`config.mk`:
```
export PLATFORM = sky130hd
export DESIGN_NAME = control_cursa
export DESIGN_NICKNAME = d
export VERILOG_FILES = /design/src/rtl/control_cursa_pkg.sv /design/src/rtl/control_cursa_sincronizator.sv /design/src/rtl/control_cursa.sv
export SDC_FILE = /design/constraint.sdc
export NUM_CORES = 1
export LEC_CHECK = 0
export BUFFER_PORTS_ARGS = -buffer_cell sky130_fd_sc_hd__buf_2
export CAP_MARGIN = 20
export CELL_PAD_IN_SITES_DETAIL_PLACEMENT = 2
export CELL_PAD_IN_SITES_GLOBAL_PLACEMENT = 2
export CORE_MARGIN = 3
export CORE_UTILIZATION = 41
export CTS_CLUSTER_SIZE = 40
export DETAILED_ROUTE_END_ITERATION = 8
export HOLD_SLACK_MARGIN = 0.15
export PLACE_DENSITY_LB_ADDON = 0.25
export SLEW_MARGIN = 10
export SYNTH_ARGS = -nofsm -noshare
export SYNTH_HDL_FRONTEND = slang
export SYNTH_SLANG_ARGS = --single-unit
```
`constraint.sdc`:
```
create_clock -name clk -period 4.8 [get_ports clk]
set_input_delay 0.48 -clock clk [delete_from_list [all_inputs] [get_ports clk]]
set_output_delay 0.48 -clock clk [all_outputs]
set_load 0.01 [all_outputs]
```
`src/rtl/control_cursa_pkg.sv`:
```
// control_cursa_pkg
// Shared definitions for the race sequencer: FSM state codes (also shown on
// the debug LEDs through `stare`), circuit selector codes, the lap targets of
// each circuit and a helper that decides whether the target has been reached.
package control_cursa_pkg;

    typedef enum logic [2:0] {
        ST_IDLE  = 3'd0,
        ST_RUN   = 3'd1,
        ST_LAP   = 3'd2,
        ST_BLANK = 3'd3,
        ST_STOP  = 3'd4
    } stare_t;

    localparam logic [1:0] CIRC_RESET     = 2'b00;
    localparam logic [1:0] CIRC_1         = 2'b01;
    localparam logic [1:0] CIRC_CURBE     = 2'b10;
    localparam logic [1:0] CIRC_ANDURANTA = 2'b11;

    localparam logic [3:0] TURE_CIRC_1 = 4'd1;
    localparam logic [3:0] TURE_CURBE  = 4'd10;
    localparam logic [3:0] TURE_MAX    = 4'd15;

    // Endurance mode has no target: the car keeps lapping until the selector
    // goes back to CIRC_RESET.
    function automatic logic target_atins(input logic [1:0] circ, input logic [3:0] ture);
        logic atins;
        atins = 1'b0;
        case (circ)
            CIRC_1:     atins = (ture >= TURE_CIRC_1);
            CIRC_CURBE: atins = (ture >= TURE_CURBE);
            default:    atins = 1'b0;
        endcase
        return atins;
    endfunction

endpackage

```
`src/rtl/control_cursa_sincronizator.sv`:
```
// sincronizator_intrare
// Two-flop synchronizer for asynchronous level inputs (line sensors, start
// button). Each bit is synchronized independently.
// Ports:
//   clk   - system clock
//   rst   - asynchronous active-high reset, clears both stages
//   d_in  - asynchronous inputs
//   q_out - inputs synchronized to clk, two cycles of latency
module sincronizator_intrare #(
    parameter int WIDTH = 1
) (
    input  logic             clk,
    input  logic             rst,
    input  logic [WIDTH-1:0] d_in,
    output logic [WIDTH-1:0] q_out
);

    logic [WIDTH-1:0] meta_q;
    logic [WIDTH-1:0] sync_q;

    // First stage may go metastable; only the second stage is used downstream.
    always_ff @(posedge clk or posedge rst) begin
        if (rst) begin
            meta_q <= '0;
            sync_q <= '0;
        end else begin
            meta_q <= d_in;
            sync_q <= meta_q;
        end
    end

    assign q_out = sync_q;

endmodule

```
`src/rtl/control_cursa.sv`:
```
// control_cursa
// Race sequencer for the line-follower car: synchronizes the five line
// sensors and the start button, debounces the finish-line pattern, counts
// laps, and decides when the motors may run or must brake.
// Optional feature: define CONTROL_CURSA_LOST_LINE_EN to build the line-loss
// watchdog (stops the car with `eroare` after LOST_CYC all-white cycles).
// Ports:
//   clk, rst               - clock, asynchronous active-high reset
//   start                  - start button level (asynchronous)
//   circuit[1:0]           - mode: 00 idle, 01 circuit 1, 10 curves, 11 endurance
//   senzor_1 .. senzor_5   - line sensors, 1 = black (asynchronous)
//   run_en / frana         - motors may follow the line / brake override
//   count_ture[3:0]        - laps completed (saturates at 15)
//   tact_count             - one-cycle pulse per counted lap
//   done / eroare          - target reached / line lost
//   stare[2:0]             - current state code for debug LEDs
module control_cursa #(
    parameter int DEBOUNCE_CYC = 1000,
    parameter int BLANK_CYC    = 50_000_000,
    parameter int LOST_CYC     = 25_000_000
) (
    input  logic       clk,
    input  logic       rst,
    input  logic       start,
    input  logic [1:0] circuit,
    input  logic       senzor_1,
    input  logic       senzor_2,
    input  logic       senzor_3,
    input  logic       senzor_4,
    input  logic       senzor_5,
    output logic       run_en,
    output logic       frana,
    output logic [3:0] count_ture,
    output logic       tact_count,
    output logic       done,
    output logic       eroare,
    output logic [2:0] stare
);

    import control_cursa_pkg::*;

    localparam int DEB_W   = $clog2(DEBOUNCE_CYC + 1);
    localparam int BLANK_W = $clog2(BLANK_CYC + 1);
    localparam logic [DEB_W-1:0]   DEB_LAST   = DEB_W'(DEBOUNCE_CYC - 1);
    localparam logic [BLANK_W-1:0] BLANK_LAST = BLANK_W'(BLANK_CYC - 1);

    logic [5:0] sync_bus;
    logic [4:0] sens_s;
    logic       start_s;
    logic       fin;
    logic       start_rise;
    logic       blank_gata;
    logic       lost_hit;

    stare_t             state_q, state_d;
    logic [1:0]         circ_q, circ_d;
    logic [DEB_W-1:0]   deb_cnt_q, deb_cnt_d;
    logic [BLANK_W-1:0] blank_cnt_q, blank_cnt_d;
    logic [3:0]         count_q, count_d;
    logic               start_prev_q, start_prev_d;

    sincronizator_intrare #(.WIDTH(6)) u_sync (
        .clk   (clk),
        .rst   (rst),
        .d_in  ({start, senzor_5, senzor_4, senzor_3, senzor_2, senzor_1}),
        .q_out (sync_bus)
    );

    assign sens_s     = sync_bus[4:0];
    assign start_s    = sync_bus[5];
    // The middle sensor is excluded: the finish line is a full-width stripe
    // while the track line itself only covers the centre.
    assign fin        = sens_s[0] & sens_s[1] & sens_s[3] & sens_s[4];
    assign start_rise = start_s & ~start_prev_q;
    assign blank_gata = (blank_cnt_q == BLANK_LAST);

`ifdef CONTROL_CURSA_LOST_LINE_EN
    localparam int LOST_W = $clog2(LOST_CYC + 1);
    localparam logic [LOST_W-1:0] LOST_LAST = LOST_W'(LOST_CYC - 1);

    logic [LOST_W-1:0] lost_cnt_q, lost_cnt_d;
    logic              err_q, err_d;
    logic              linie_pierduta;
    logic              in_cursa;

    assign linie_pierduta = (sens_s == 5'b00000);
    assign in_cursa       = (state_q == ST_RUN) || (state_q == ST_BLANK);
    assign lost_hit       = in_cursa && linie_pierduta && (lost_cnt_q == LOST_LAST);

    // Watchdog: counts consecutive all-white cycles while racing; err flags
    // that the next STOP is an error stop rather than a finished race.
    always_comb begin
        lost_cnt_d = '0;
        err_d      = err_q;
        if (circuit == CIRC_RESET) begin
            err_d = 1'b0;
        end else begin
            if (in_cursa && linie_pierduta) begin
                lost_cnt_d = lost_cnt_q + 1'b1;
            end
            if (lost_hit) begin
                err_d = 1'b1;
            end
        end
    end

    always_ff @(posedge clk or posedge rst) begin
        if (rst) begin
            lost_cnt_q <= '0;
            err_q      <= 1'b0;
        end else begin
            lost_cnt_q <= lost_cnt_d;
            err_q      <= err_d;
        end
    end
`else
    localparam int unused_lost_cyc = LOST_CYC;
    logic unused_senzor_3;
    logic err_q;

    assign unused_senzor_3 = sens_s[2];
    assign lost_hit        = 1'b0;
    assign err_q           = 1'b0;
`endif

    // State and datapath registers.
    always_ff @(posedge clk or posedge rst) begin
        if (rst) begin
            state_q      <= ST_IDLE;
            circ_q       <= CIRC_RESET;
            deb_cnt_q    <= '0;
            blank_cnt_q  <= '0;
            count_q      <= '0;
            start_prev_q <= 1'b0;
        end else begin
            state_q      <= state_d;
            circ_q       <= circ_d;
            deb_cnt_q    <= deb_cnt_d;
            blank_cnt_q  <= blank_cnt_d;
            count_q      <= count_d;
            start_prev_q <= start_prev_d;
        end
    end

    // Next state. Selecting CIRC_RESET returns to IDLE from anywhere and
    // outranks a simultaneous start edge.
    always_comb begin
        state_d = state_q;
        if (circuit == CIRC_RESET) begin
            state_d = ST_IDLE;
        end else begin
            case (state_q)
                ST_IDLE:  if (start_rise) state_d = ST_RUN;
                ST_RUN: begin
                    if (lost_hit)                          state_d = ST_STOP;
                    else if (fin && deb_cnt_q == DEB_LAST) state_d = ST_LAP;
                end
                ST_LAP:   state_d = target_atins(circ_q, count_q) ? ST_STOP : ST_BLANK;
                ST_BLANK: begin
                    if (lost_hit)                state_d = ST_STOP;
                    else if (blank_gata && !fin) state_d = ST_RUN;
                end
                ST_STOP:  state_d = ST_STOP;
                default:  state_d = ST_IDLE;
            endcase
        end
    end

    // Counters and latched mode. Debounce and blanking counters only live in
    // their own state, so they are always zero on entry.
    always_comb begin
        circ_d       = circ_q;
        deb_cnt_d    = '0;
        blank_cnt_d  = '0;
        count_d      = count_q;
        start_prev_d = start_s;
        if (circuit == CIRC_RESET) begin
            count_d = '0;
        end else begin
            if (state_q == ST_IDLE && start_rise) begin
                circ_d = circuit;
            end
            if (state_q == ST_RUN && fin) begin
                deb_cnt_d = deb_cnt_q + 1'b1;
            end
            if (state_q == ST_RUN && state_d == ST_LAP && count_q != TURE_MAX) begin
                count_d = count_q + 4'd1;
            end
            if (state_q == ST_BLANK) begin
                blank_cnt_d = blank_gata ? blank_cnt_q : blank_cnt_q + 1'b1;
            end
        end
    end

    // Moore output decode of the registered state.
    always_comb begin
        run_en     = 1'b0;
        frana      = 1'b1;
        tact_count = 1'b0;
        done       = 1'b0;
        eroare     = 1'b0;
        case (state_q)
            ST_RUN, ST_BLANK: begin
                run_en = 1'b1;
                frana  = 1'b0;
            end
            ST_LAP: begin
                run_en     = 1'b1;
                frana      = 1'b0;
                tact_count = 1'b1;
            end
            ST_STOP: begin
                done   = ~err_q;
                eroare = err_q;
            end
            default: ;
        endcase
    end

    assign count_ture = count_q;
    assign stare      = state_q;

endmodule

```
# ---- After elaboration in Yosys (flattened, before gate mapping)
# Cells that the tools add are included.
# Widths: inputs -> output; s select.
dict set report classes {
  addsub 3
  n_lt_le_gt_ge 2
  n_eq_ne 11
  n_mux 20
  n_bitwise 6
  reduce_logical 12
}
# cell count
set op_table {}
lappend op_table {{$mux 26} 3}
lappend op_table {{$add 26x1->26 const B} 1}
lappend op_table {{$eq 26x26->1 const B} 1}
lappend op_table {{$mux 10} 2}
lappend op_table {{$mux 3} 5}
lappend op_table {{$pmux 3 s5} 1}
lappend op_table {{$add 10x1->10 const B} 1}
lappend op_table {{$eq 10x10->1 const B} 1}
lappend op_table {{$eq 3x2->1 const B} 3}
lappend op_table {{$mux 4} 2}
lappend op_table {{$logic_and 1x1->1} 6}
lappend op_table {{$mux 1} 6}
lappend op_table {{$add 4x1->4 const B} 1}
lappend op_table {{$and 1x1->1} 4}
lappend op_table {{$ge 4x1->1 const B} 1}
lappend op_table {{$ge 4x4->1 const B} 1}
lappend op_table {{$ne 4x4->1 const B} 1}
lappend op_table {{$eq 3x1->1 const B} 1}
lappend op_table {{$eq 3x3->1 const B} 1}
lappend op_table {{$logic_not 3->1} 1}
lappend op_table {{$ne 3x3->1 const B} 1}
lappend op_table {{$reduce_or 3->1} 1}
lappend op_table {{$eq 2x1->1 const B} 1}
lappend op_table {{$eq 2x2->1 const B} 1}
lappend op_table {{6 further kinds} 7}
dict set report totals {
  register_bits 58
  input_bits 10
  output_inout_bits 12
  word_cells 62
}

# ---- Depth between registers and ports, before layout
# Gate-level depths: netlist of the first run.
dict set report depth {
  depth_word 13
  mapped_depth 7
  ltp_nobuf 7
}

# ---- Modules after synthesis
# From an unflattened synthesis of the first run, not the netlist that was laid out.
dict set report unflattened {
  cells_unflattened 295
  area_unflattened_um2 2927.8
}
# mod instances cells_per_inst area_per_inst_um2 seq_area_each_um2
set by_module_without_submodules {}
lappend by_module_without_submodules {control_cursa 1 282 2623.8 1151.1}
lappend by_module_without_submodules {sincronizator_intrare 1 13 304.0 300.3}

# ---- Worst setup path before layout of the first run
# OpenSTA, ideal clock, no wires.
dict set report synth_path {
  path_kind {register to register}
  start {register deb_cnt_q[3]}
  end {register count_q[2], in the netlist count_ture[2]}
  setup_ns 0.130
  arrival_ns 1.637
  required_ns 4.670
  slack_ns 3.033
  path_stages_with_launch 7
  path_buffers 1
  synth_period_minus_slack_ns 1.767
  path_cell_list {dfrtp_1 or3b_1 or4_1 buf_2 nor3_2 xnor2_1 nor2_1}
}
dict set report synth_between {
  elab_chain_len 9
}
# element line
set synth_lines {}
lappend synth_lines {{start: declaration} control_cursa.sv:57} ;# logic [DEB_W-1:0] deb_cnt_q, deb_cnt_d;
lappend synth_lines {{start signal: assignment} control_cursa.sv:138} ;# deb_cnt_q <= deb_cnt_d;
lappend synth_lines {{$eq 10x10->1} control_cursa.sv:156} ;# else if (fin && deb_cnt_q == DEB_LAST) state_d = ST_LAP;
lappend synth_lines {{$logic_and 1x1->1} control_cursa.sv:156}
lappend synth_lines {{$mux 3} control_cursa.sv:156}
lappend synth_lines {{$pmux 3 s5} control_cursa.sv:152} ;# case (state_q)
lappend synth_lines {{$mux 3} control_cursa.sv:149} ;# if (circuit == CIRC_RESET) begin
lappend synth_lines {{$eq 3x2->1} control_cursa.sv:186} ;# if (state_q == ST_RUN && state_d == ST_LAP && count_q != TURE_MAX) begin
lappend synth_lines {{$logic_and 1x1->1 (2 in a row)} control_cursa.sv:186}
lappend synth_lines {{$reduce_bool 2->1 (no source line)} --}
lappend synth_lines {{end signal: assignment} control_cursa.sv:140} ;# count_q <= count_d;
lappend synth_lines {{end: declaration} control_cursa.sv:59} ;# logic [3:0] count_q, count_d;
# Every way passes these cells.
# A chain may end at the register's enable or synchronous reset.

# ---- Final worst setup path of the first run
dict set report layout_path {
  start {register blank_cnt_q[2]}
  end {register blank_cnt_q[22]}
}
dict set report layout_between {
  elab_chain_len 4
  elab_cells_between_ends 6
  classes_between {add/sub: 1; eq/ne: 2; mux: 3}
}
# element line
set layout_lines {}
lappend layout_lines {{start: declaration} control_cursa.sv:58} ;# logic [BLANK_W-1:0] blank_cnt_q, blank_cnt_d;
lappend layout_lines {{start signal: assignment} control_cursa.sv:139} ;# blank_cnt_q <= blank_cnt_d;
lappend layout_lines {{$add 26x1->26} control_cursa.sv:190} ;# blank_cnt_d = blank_gata ? blank_cnt_q : blank_cnt_q + 1'b1;
lappend layout_lines {{$mux 26} control_cursa.sv:190}
lappend layout_lines {{$mux 26} control_cursa.sv:189} ;# if (state_q == ST_BLANK) begin
lappend layout_lines {{$mux 26} control_cursa.sv:177} ;# if (circuit == CIRC_RESET) begin
# Parallel ways exist; a longest one is shown, timed or not. The select of a mux whose other input is x is not followed.

==> results.toml, run 1 <==
[clock_network]
cts_buffers = 5
clkLatencyLatePin_ns = 0.32
cts.sink_count = 56
cts_hold_buf = 0
htreeDepth = 2
root_buffer = "clkbuf_8"
cts.clk_slew.worst_paths_ns = 0.10
clock_path_buffers = 2
cts_tree = "built"
postCtsSetupBuffers = 0
cts_resized = 0

[cells_and_area]
area_growth_pct = 10.2
nets = 309
diodes = 0
design_area_um2 = 2950
layout-drive-gt1-share = 0.130
post-route-util = 0.482

[power_and_ir_drop]
power_density_nw_per_um2 = 271
ir_drop_uv = 141
p_leak_nw = 1.25

[logic_synthesis]
synth_top_family_by_area = "simple AND/OR/NAND/NOR gates"
synth_compound_area_frac = 0.0630
synth_most_common_cell = "dfrtp_1"
synth_top_cell_area_share = 0.523
ys_ff_latch = 56
synth_edf_count = 0
synth.area.mux_share = 0.00373
syn_area_per_cell_um2 = 9.89
synth_common_cells = "dfrtp_1 (56), nor2_1 (43), xnor2_1 (21)"
synth_xor_area_frac = 0.0882
synth.yosys.seq_area_share = 0.523
ys_top_cells_by_area = "dfrtp_1 (52%), xnor2_1 (6.9%), nor2_1 (6.0%)"
synthSimpleGateAreaFrac = 0.252
synth_nets = 289
yosys.cell_types.count = 45
async_flop_share = 1.00
synth_fa_ha_area_frac = 0.0373
syn_inst = 271
ys_warn_count = 0
synth_ff_type = "dfrtp_1"
synthesis.area_um2 = 2680
yosys.area.top_type = "dfrtp_1"

[worst_setup_path]
critPathKind = "reg2reg"
critical_path.max_fanout = 11
cp.required_ns = 5.00
cpMaxStageDelayCell = "nor4_1"
reg2reg_depth = 5
crit_start = "blank_cnt_q[2]$_DFFE_PP0P_"
cp-start-kind = "register"
cp-end-kind = "register"
rrSetupSlack_ns = 2.73
crit_chain = "and4_1, nand4_1, nor4_1, xnor2_1, nor2_1"
r2r_start = "blank_cnt_q[2]$_DFFE_PP0P_"
cpPeakStageDelay_ns = 0.45
critical_path_arrival_ns = 2.27
rr_endpoint = "blank_cnt_q[22]$_DFFE_PP0P_"

[grt]
grt-ovfl-total = 0
grt_pass1_wl_um = 11200
antenna_found_initial = 0
grt_use_total = 0.188
grt_max_degree = 57
first_global_vias = 2234

[drt]
drc = 0
wl_um = 6240
wl_per_cell_um = 17.0
ant_nets = 0
first_pass_iters = 2
via_count = 2043
drt-initial-drc-count = 63
via_per_inst = 5.57

[outcome]
status = "completed"

[placed_design]
place_area_um2 = 2840
gp_congestion = 0.727
port_buffers = 19
place_hpwl_um = 4430

[sta]
tightest_slew_ns = 0.714
fin_skew_ns = 0.00679
report.final.slew_viol_count = 0
tns_ns = 0
hold_viol_final = 0
timing.final.crit_share = 0.431
relSlewSlack = 0.524
hold_slack_ns = 0.265
max_freq_ghz = 0.483
finalSetupViolCount = 0
rsz0062_at_grt = "false"
period_minus_slack_ns = 2.07

[die]
initial_core_util = 0.437
die_area_um2 = 7550
ios = 22
die_x_um = 86.9
die_h_um = 86.9
core_area_um2 = 6130
rows = 28

[hold_path]
hold-path-cell-count = 1
hp-class = "in2reg"
min_from = "senzor_5"
hold_end = "u_sync.meta_q[4]$_DFF_PP0_"

[run]
maxCapViolations = 0
-- worst max path at each step --
stage                                        to  cells after the start
floorplan            blank_cnt_q[0]$_DFFE_PP0P_                      1
global placement     blank_cnt_q[2]$_DFFE_PP0P_                      4
detailed placement   blank_cnt_q[2]$_DFFE_PP0P_                      4
CTS                  blank_cnt_q[2]$_DFFE_PP0P_                      4
global route        blank_cnt_q[22]$_DFFE_PP0P_                      5
finish              blank_cnt_q[22]$_DFFE_PP0P_                      5
-- metal layers --
metal  vias up  GRT usage  wire (µm)
li1        969          -          -
met1      1044      0.260       2920
met2        23      0.303       3080
met3         7     0.0312        158
met4         0     0.0552         78
met5         -          0          0
-- cell type report --
class | count | area [µm²]
clock buffer | 5 | 68.8
clock inverter | 3 | 18.8
fill | 663 | 3180
inverter | 12 | 45.0
multi-input combinational | 195 | 1200
sequential | 56 | 1400
tap | 75 | 93.8
timing repair buffer | 21 | 130
-- worst max-delay path: cells and delay by family, from the launching register on --
kind             cells  cell delay [ns]
XOR/XNOR             1             0.18
flip-flops           1             0.43
AND/OR/NAND/NOR      4             1.34
-- kinds of logic (layout without fill, tap and decap cells) --
group                      Yosys count  in the layout
AOI/OAI and AO/OA                   29             29
DFF                                 56             56
adders and majority gates            8              8
xor gates and xnor gates            27             27
muxes                                1              1
and+or+nand+nor                    129            129
buffers and inverters               20             41
other                                1              1
-- placed cells by master (no fill, tap or decap), types with 3 or more instances in the layout --
| master | synthesis | final |
|---|---|---|
| dfrtp_1 | 56 | 56 |
| nor2_1 | 43 | 43 |
| xnor2_1 | 21 | 21 |
| buf_2 | 4 | 19 |
| nand3_1 | 15 | 15 |
| nand2_1 | 14 | 14 |
| inv_1 | 12 | 11 |
| o21ai_0 | 9 | 9 |
| a21oi_1 | 9 | 9 |
| and3_1 | 8 | 8 |
| nor3_1 | 8 | 8 |
| nand4_1 | 8 | 8 |
| ha_1 | 8 | 8 |
| xor2_1 | 6 | 6 |
| or3_1 | 6 | 6 |
| clkbuf_8 | 0 | 5 |
| a31oi_1 | 4 | 4 |
| and4_1 | 3 | 3 |
| nor4_1 | 3 | 3 |
-- flip-flops by register name, indices dropped and copies added (netlist names) --
register,flops
start_prev_q,1
deb_cnt_q,10
u_sync.q_out,5
stare,3
u_sync.meta_q,5
circ_q,2
count_ture,4
blank_cnt_q,26
-- power breakdown --
part	total (mW)	switching (mW)	internal, mW	leakage [nW]
clock	0.260	0.158	0.102	0.0479
combinational	0.0500	0.0317	0.0183	0.456
sequential	0.490	0.00795	0.482	0.751
total	0.801	0.198	0.603	1.25
-- stage by stage --
| stage | power [mW] | cells | worst slack, ns |
|---|---|---|---|
| finish | 0.801 | 367 | 2.73 |
| global route | 0.847 | 367 | 2.52 |
| CTS | 0.812 | 366 | 2.52 |
| detailed placement | 0.550 | 358 | 2.56 |
| global placement | 0.547 | 358 | 2.56 |
| floorplan | 0.531 | 271 | 2.95 |
Note: power is estimated with default switching activity, not from simulation.
==> inputs of run 2 (changes only) <==
--- a/config.mk
+++ b/config.mk
@@ -10,7 +10,7 @@
 export CELL_PAD_IN_SITES_DETAIL_PLACEMENT = 2
 export CELL_PAD_IN_SITES_GLOBAL_PLACEMENT = 2
 export CORE_MARGIN = 3
-export CORE_UTILIZATION = 41
+export CORE_UTILIZATION = 34
 export CTS_CLUSTER_SIZE = 40
 export DETAILED_ROUTE_END_ITERATION = 8
 export HOLD_SLACK_MARGIN = 0.15
==> constraint.sdc (replaced) <==
create_clock -name clk -period 1.7 [get_ports clk]
set_input_delay 0.17 -clock clk [delete_from_list [all_inputs] [get_ports clk]]
set_output_delay 0.17 -clock clk [all_outputs]
set_load 0.01 [all_outputs]
==> run 2 against run 1 <==
Net effect: the flow now finishes with violations (setup timing); register-to-register slack worse by 2.8 ns; combinational power increased to 3.7 times the previous value; wire length increased by 20%; design area is 17% higher; core utilization decreased by 1.9 points; critical path type unchanged; largest cell class unchanged.
==> results.toml, run 2 (synthesized netlist as in run 1, its figures left out) <==
[drt]
wl_per_cell_um = 17.0
via_per_inst = 5.15
via_count = 2256
ant_nets = 0
drc = 0
drt-initial-drc-count = 49
wl_um = 7460
first_pass_iters = 3

[hold_path]
min_from = "circuit[1]"
hp-class = "in2reg"
hold-path-cell-count = 3

[cells_and_area]
fillCellCount = 839
final_cell_mix = "dfrtp_1 (56), buf_4 (44), nor2_1 (43)"
nets = 358
largestRegisters = "blank_cnt_q: 26 flops, deb_cnt_q: 10 flops"
diodes = 0
seqCellArea_um2 = 1400
final_common_cell = "dfrtp_1"
area_growth_pct = 28.6
layout-drive-gt1-share = 0.271
regMostFlops = "blank_cnt_q"
multi_input_area_um2 = 1270
largest_reg_flops = 26

[clock_network]
cts.sink_count = 56
cts_tree = "built"
clkLatencyLatePin_ns = 0.32
htreeDepth = 2
root_buffer = "clkbuf_8"
cts.clk_slew.worst_paths_ns = 0.10
clock_path_buffers = 2
cts_buffers = 5

[placed_design]
gp_congestion = 0.745
port_buffers = 19
place_hpwl_um = 5200

[outcome]
status = "finished, violations left"
violations = "setup timing"

[sta]
timing.final.crit_share = 1.01
report.final.slew_viol_count = 0
rsz0062_at_grt = "true"
period_minus_slack_ns = 1.72
fin_skew_ns = 0.0145
max_freq_ghz = 0.581
finalSetupViolCount = 1
worst_slack_ns = -0.0212
hold_viol_final = 0
tns_ns = -0.0212

[power_and_ir_drop]
pwr-share-clk = 0.355
power.internal_mw = 1.86
ir_drop_uv = 399
p_seq_frac = 0.569
power_density_nw_per_um2 = 702
power.switching_mw = 0.559
swShare = 0.231
p_comb_frac = 0.076
p_leak_nw = 1.51
finalPower_mw = 2.42

[worst_setup_path]
crit_family = "simple AND/OR/NAND/NOR gates"
cp.depth = 5
crit_start = "deb_cnt_q[3]$_DFF_PP0_"
rrSetupSlack_ns = -0.02
cp-end-kind = "register"
cp-start-kind = "register"
crit_chain = "or3b_1, or4_4, nor2_2, xnor2_1, nor2_1"
cpPeakStageDelay_ns = 0.48
cp.required_ns = 1.89
reg2reg_depth = 5
cpMaxStageDelayCell = "or4_4"
critPathKind = "reg2reg"
r2r_start = "deb_cnt_q[3]$_DFF_PP0_"
critPathBufInv = 0
critical_path.max_fanout = 6
critical_path_arrival_ns = 1.91

[die]
ios = 22
die_x_um = 94.8
rows = 31
core_area_um2 = 7450
die_h_um = 94.8
die_area_um2 = 8990
initial_core_util = 0.360

[grt]
grt_use_total = 0.179
antenna_found_initial = 0
grt_pass1_wl_um = 12400
grt_max_degree = 27
grt-ovfl-total = 0
first_global_vias = 2504

[run]
maxCapViolations = 0
## run 2: per-layer routing
| layer | GRT usage | wire [µm] | up-vias |
|---|---|---|---|
| li1 | - | - | 1064 |
| met1 | 0.222 | 3340 | 1156 |
| met2 | 0.315 | 3870 | 26 |
| met3 | 0.0359 | 160 | 10 |
| met4 | 0.0493 | 101 | 0 |
| met5 | 0 | 0 | - |
## run 2: power groups by stage
stage / Combinational [mW] / Sequential, mW / Clock, mW
after floorplan: 0.0928 / 1.41 / 0
after global placement: 0.158 / 1.40 / 0
after detailed placement: 0.166 / 1.40 / 0
after CTS: 0.178 / 1.38 / 0.888
after global routing: 0.211 / 1.38 / 0.937
final: 0.184 / 1.38 / 0.859
## run 2: timing repair
action,CTS,global route
setup endpoints to repair,8,22
hold buffers,6,0
endpoints found under the hold margin,20,0
setup buffers,0,3
resized for setup,5,11
pin swaps,0,1
## run 2: worst paths after layout
kind | to
worst min-delay path | circ_q[1]$_DFFE_PP0P_
max in group asynchronous | blank_cnt_q[9]$_DFFE_PP0P_
worst max register to register | count_ture[0]$_DFFE_PP0P_
worst max-delay path | count_ture[0]$_DFFE_PP0P_
worst min register to register | u_sync.q_out[5]$_DFF_PP0_
min in group asynchronous | deb_cnt_q[2]$_DFF_PP0_
## run 2: worst min-delay path: cells and delay by family
kind	cells	cell delay, ns
compound gates	1	0.10
buf+inv	1	0.10
simple gates	1	0.07
## run 2: stage by stage
stage	area, µm²	hold slack, ns	instances	setup WS [ns]	util
2_1_floorplan	2690	0.201	271	-0.00519	-
3_3_place_gp	3190	0.190	423	-0.0649	0.428
3_5_place_dp	3190	0.198	423	-0.108	0.428
4_1_cts	3370	0.163	435	-0.0178	0.453
5_1_grt	3450	0.191	438	-0.0969	0.463
6_report	3450	0.159	438	-0.0212	0.463
## run 2: layout make-up
cell class	instances	area share
flip-flops and latches	56	0.406
multi-input cells	195	0.369
repair buffers	70	0.147
well taps	99	0.0359
clock buffers	5	0.0200
inverters	12	0.0131
clock inverters	1	0.00871
==> inputs of run 3 (changes only) <==
--- a/config.mk
+++ b/config.mk
@@ -7,7 +7,7 @@
 export LEC_CHECK = 0
 export BUFFER_PORTS_ARGS = -buffer_cell sky130_fd_sc_hd__buf_2
 export CAP_MARGIN = 20
-export CELL_PAD_IN_SITES_DETAIL_PLACEMENT = 2
+export CELL_PAD_IN_SITES_DETAIL_PLACEMENT = 1
 export CELL_PAD_IN_SITES_GLOBAL_PLACEMENT = 2
 export CORE_MARGIN = 3
 export CORE_UTILIZATION = 34
@@ -15,6 +15,7 @@
 export DETAILED_ROUTE_END_ITERATION = 8
 export HOLD_SLACK_MARGIN = 0.15
 export PLACE_DENSITY_LB_ADDON = 0.25
+export SETUP_SLACK_MARGIN = 0.2
 export SLEW_MARGIN = 10
 export SYNTH_ARGS = -nofsm -noshare
 export SYNTH_HDL_FRONTEND = slang
==> run 3 against run 2 <==
Net effect: the run still ends with setup timing left; via count increased by 1.7%; non-clock buffer count increased by 5; total power decreased by 1.2%; critical path depth increased by 1; design area increased by 11%; wire length decreased by 2.7%; clock power decreased by 7.6%; cell count increased by 2.3%; flip-flop and latch count unchanged; first-iteration DRC count unchanged; clock skew decreased by 0.0037 ns; critical endpoint is now count_ture[3]$_DFFE_PP0P_; highest routed layer unchanged.
==> results.toml, run 3 (synthesized netlist as in run 1, its figures left out) <==
[power_and_ir_drop]
power.switching_mw = 0.629
power.internal_mw = 1.76
power_density_nw_per_um2 = 626
p_comb_frac = 0.093
ir_drop_uv = 409
pwr-share-clk = 0.332
swShare = 0.263
p_leak_nw = 1.64
p_seq_frac = 0.576

[cells_and_area]
stdcell_count = 448
regMostFlops = "blank_cnt_q"
design_area_um2 = 3820
diodes = 0
final_common_cell = "dfrtp_1"
largest_reg_flops = 26
final_cell_mix = "dfrtp_1 (51), nor2_1 (40), buf_4 (39)"
nets = 366
area_growth_pct = 42.4
largestRegisters = "blank_cnt_q: 26 flops, deb_cnt_q: 10 flops"
layout-drive-gt1-share = 0.390

[clock_network]
cts.clk_slew.worst_paths_ns = 0.11
root_buffer = "clkbuf_8"
htreeDepth = 2
clkLatencyLatePin_ns = 0.32
clock_path_buffers = 2
cts_buffers = 5
cts.sink_count = 56
cts_tree = "built"

[die]
initial_core_util = 0.360
die_area_um2 = 8990
rows = 31
core_area_um2 = 7450
die_h_um = 94.8
ios = 22
die_x_um = 94.8

[drt]
wl_um = 7260
via_per_inst = 5.12
drt-initial-drc-count = 49
drc = 0
first_pass_iters = 4
wl_per_cell_um = 16.2
ant_nets = 0
via_count = 2295

[placed_design]
place_hpwl_um = 4200
port_buffers = 19
dp.cells = 412
place_area_um2 = 3160
gp_congestion = 0.781

[worst_setup_path]
critical_path_arrival_ns = 2.05
critical_path.max_fanout = 6
critPathKind = "reg2reg"
cp-start-kind = "register"
cp-end-kind = "register"
cp.required_ns = 1.92
cpPeakStageDelay_ns = 0.42
cpMaxStageDelayCell = "or4_1"
crit_chain = "or3b_1, or4_1, buf_6, nor3_4, xnor2_1, nor2_1"

[grt]
first_global_vias = 2332
grt_max_degree = 57
grt_pass1_wl_um = 11000
grt_use_total = 0.154
antenna_found_initial = 0
grt-ovfl-total = 0

[sta]
fin_skew_ns = 0.0108
rsz0062_at_grt = "true"
timing.final.crit_share = 1.07
finalSetupViolCount = 6
report.final.slew_viol_count = 0
period_minus_slack_ns = 1.83
hold_slack_ns = 0.180
worst_slack_ns = -0.127
hold_viol_final = 0
tns_ns = -0.482
max_freq_ghz = 0.547

[outcome]
status = "finished, violations left"
violations = "setup timing"

[hold_path]
hp-class = "in2reg"

[run]
maxCapViolations = 0
==> run 3: cell types whose count changed in the layout (fill, tap and decap cells not counted), sizes merged <==
cell         before  now
clkinvlp          0    1
clkinv            0    1
buf              64   68
or4b              1    2
nand3            16   18
dlygate4sd3       6    7
inv              12   13
bufinv            1    0
==> run 3: power by group through the flow <==
stage / clock [mW] / combinational, mW / sequential, mW
floorplan: 0 / 0.0968 / 1.41
global placement: 0 / 0.158 / 1.40
detailed placement: 0 / 0.165 / 1.40
CTS: 0.812 / 0.189 / 1.38
global route: 0.863 / 0.253 / 1.38
finish: 0.794 / 0.221 / 1.38
==> run 3: area by class of cell <==
type,instances,area (µm²)
fillers,832,3630
multi-input cells,198,1550
flip-flops and latches,56,1410
repair buffers,75,588
well taps,99,124
clock buffers,5,68.8
inverters,12,48.8
clock inverters,3,26.3
==> run 3: worst max-delay path: cells and delay by family (launching register included) <==
| family | cells | cell delay, ns |
|---|---|---|
| xor gates and xnor gates | 1 | 0.13 |
| buffers and inverters | 1 | 0.16 |
| and+or+nand+nor | 4 | 1.03 |
| DFF | 1 | 0.41 |
==> run 3: metal layers <==
layer / global-route usage / up-vias / wire, µm
li1: - / 1095 / -
met1: 0.211 / 1175 / 3410
met2: 0.257 / 20 / 3630
met3: 0.0247 / 5 / 144
met4: 0.0325 / 0 / 69
met5: 0 / - / 0
==> run 3: stage by stage <==
step / total power, mW / utilization / worst slack (ns)
2_1_floorplan: 1.50 / - / -0.00315
3_3_place_gp: 1.56 / 0.424 / -0.0368
3_5_place_dp: 1.57 / 0.424 / -0.113
4_1_cts: 2.38 / 0.473 / -0.0772
5_1_grt: 2.50 / 0.513 / -0.187
6_report: 2.39 / 0.513 / -0.127
==> run 3: worst paths after layout <==
kind	startpoint	to	slack, ns	cells past startpoint
min	circuit[0]	circ_q[1]$_DFFE_PP0P_	0.18	3
max	deb_cnt_q[3]$_DFF_PP0_	count_ture[3]$_DFFE_PP0P_	-0.13	6
min in group asynchronous	rst	blank_cnt_q[21]$_DFFE_PP0P_	0.45	4
max reg2reg	deb_cnt_q[3]$_DFF_PP0_	count_ture[3]$_DFFE_PP0P_	-0.13	6
min reg2reg	u_sync.meta_q[0]$_DFF_PP0_	u_sync.q_out[0]$_DFF_PP0_	0.36	0
max in group asynchronous	rst	blank_cnt_q[1]$_DFFE_PP0P_	0.96	4
==> run 3: repair_timing <==
action	in CTS	in global routing
resized for setup	29	43
gates cloned	0	4
setup endpoints to repair	40	41
hold buffers	7	0
buffers inserted	8	9
hold endpoints to repair	62	0
pin swaps	14	33
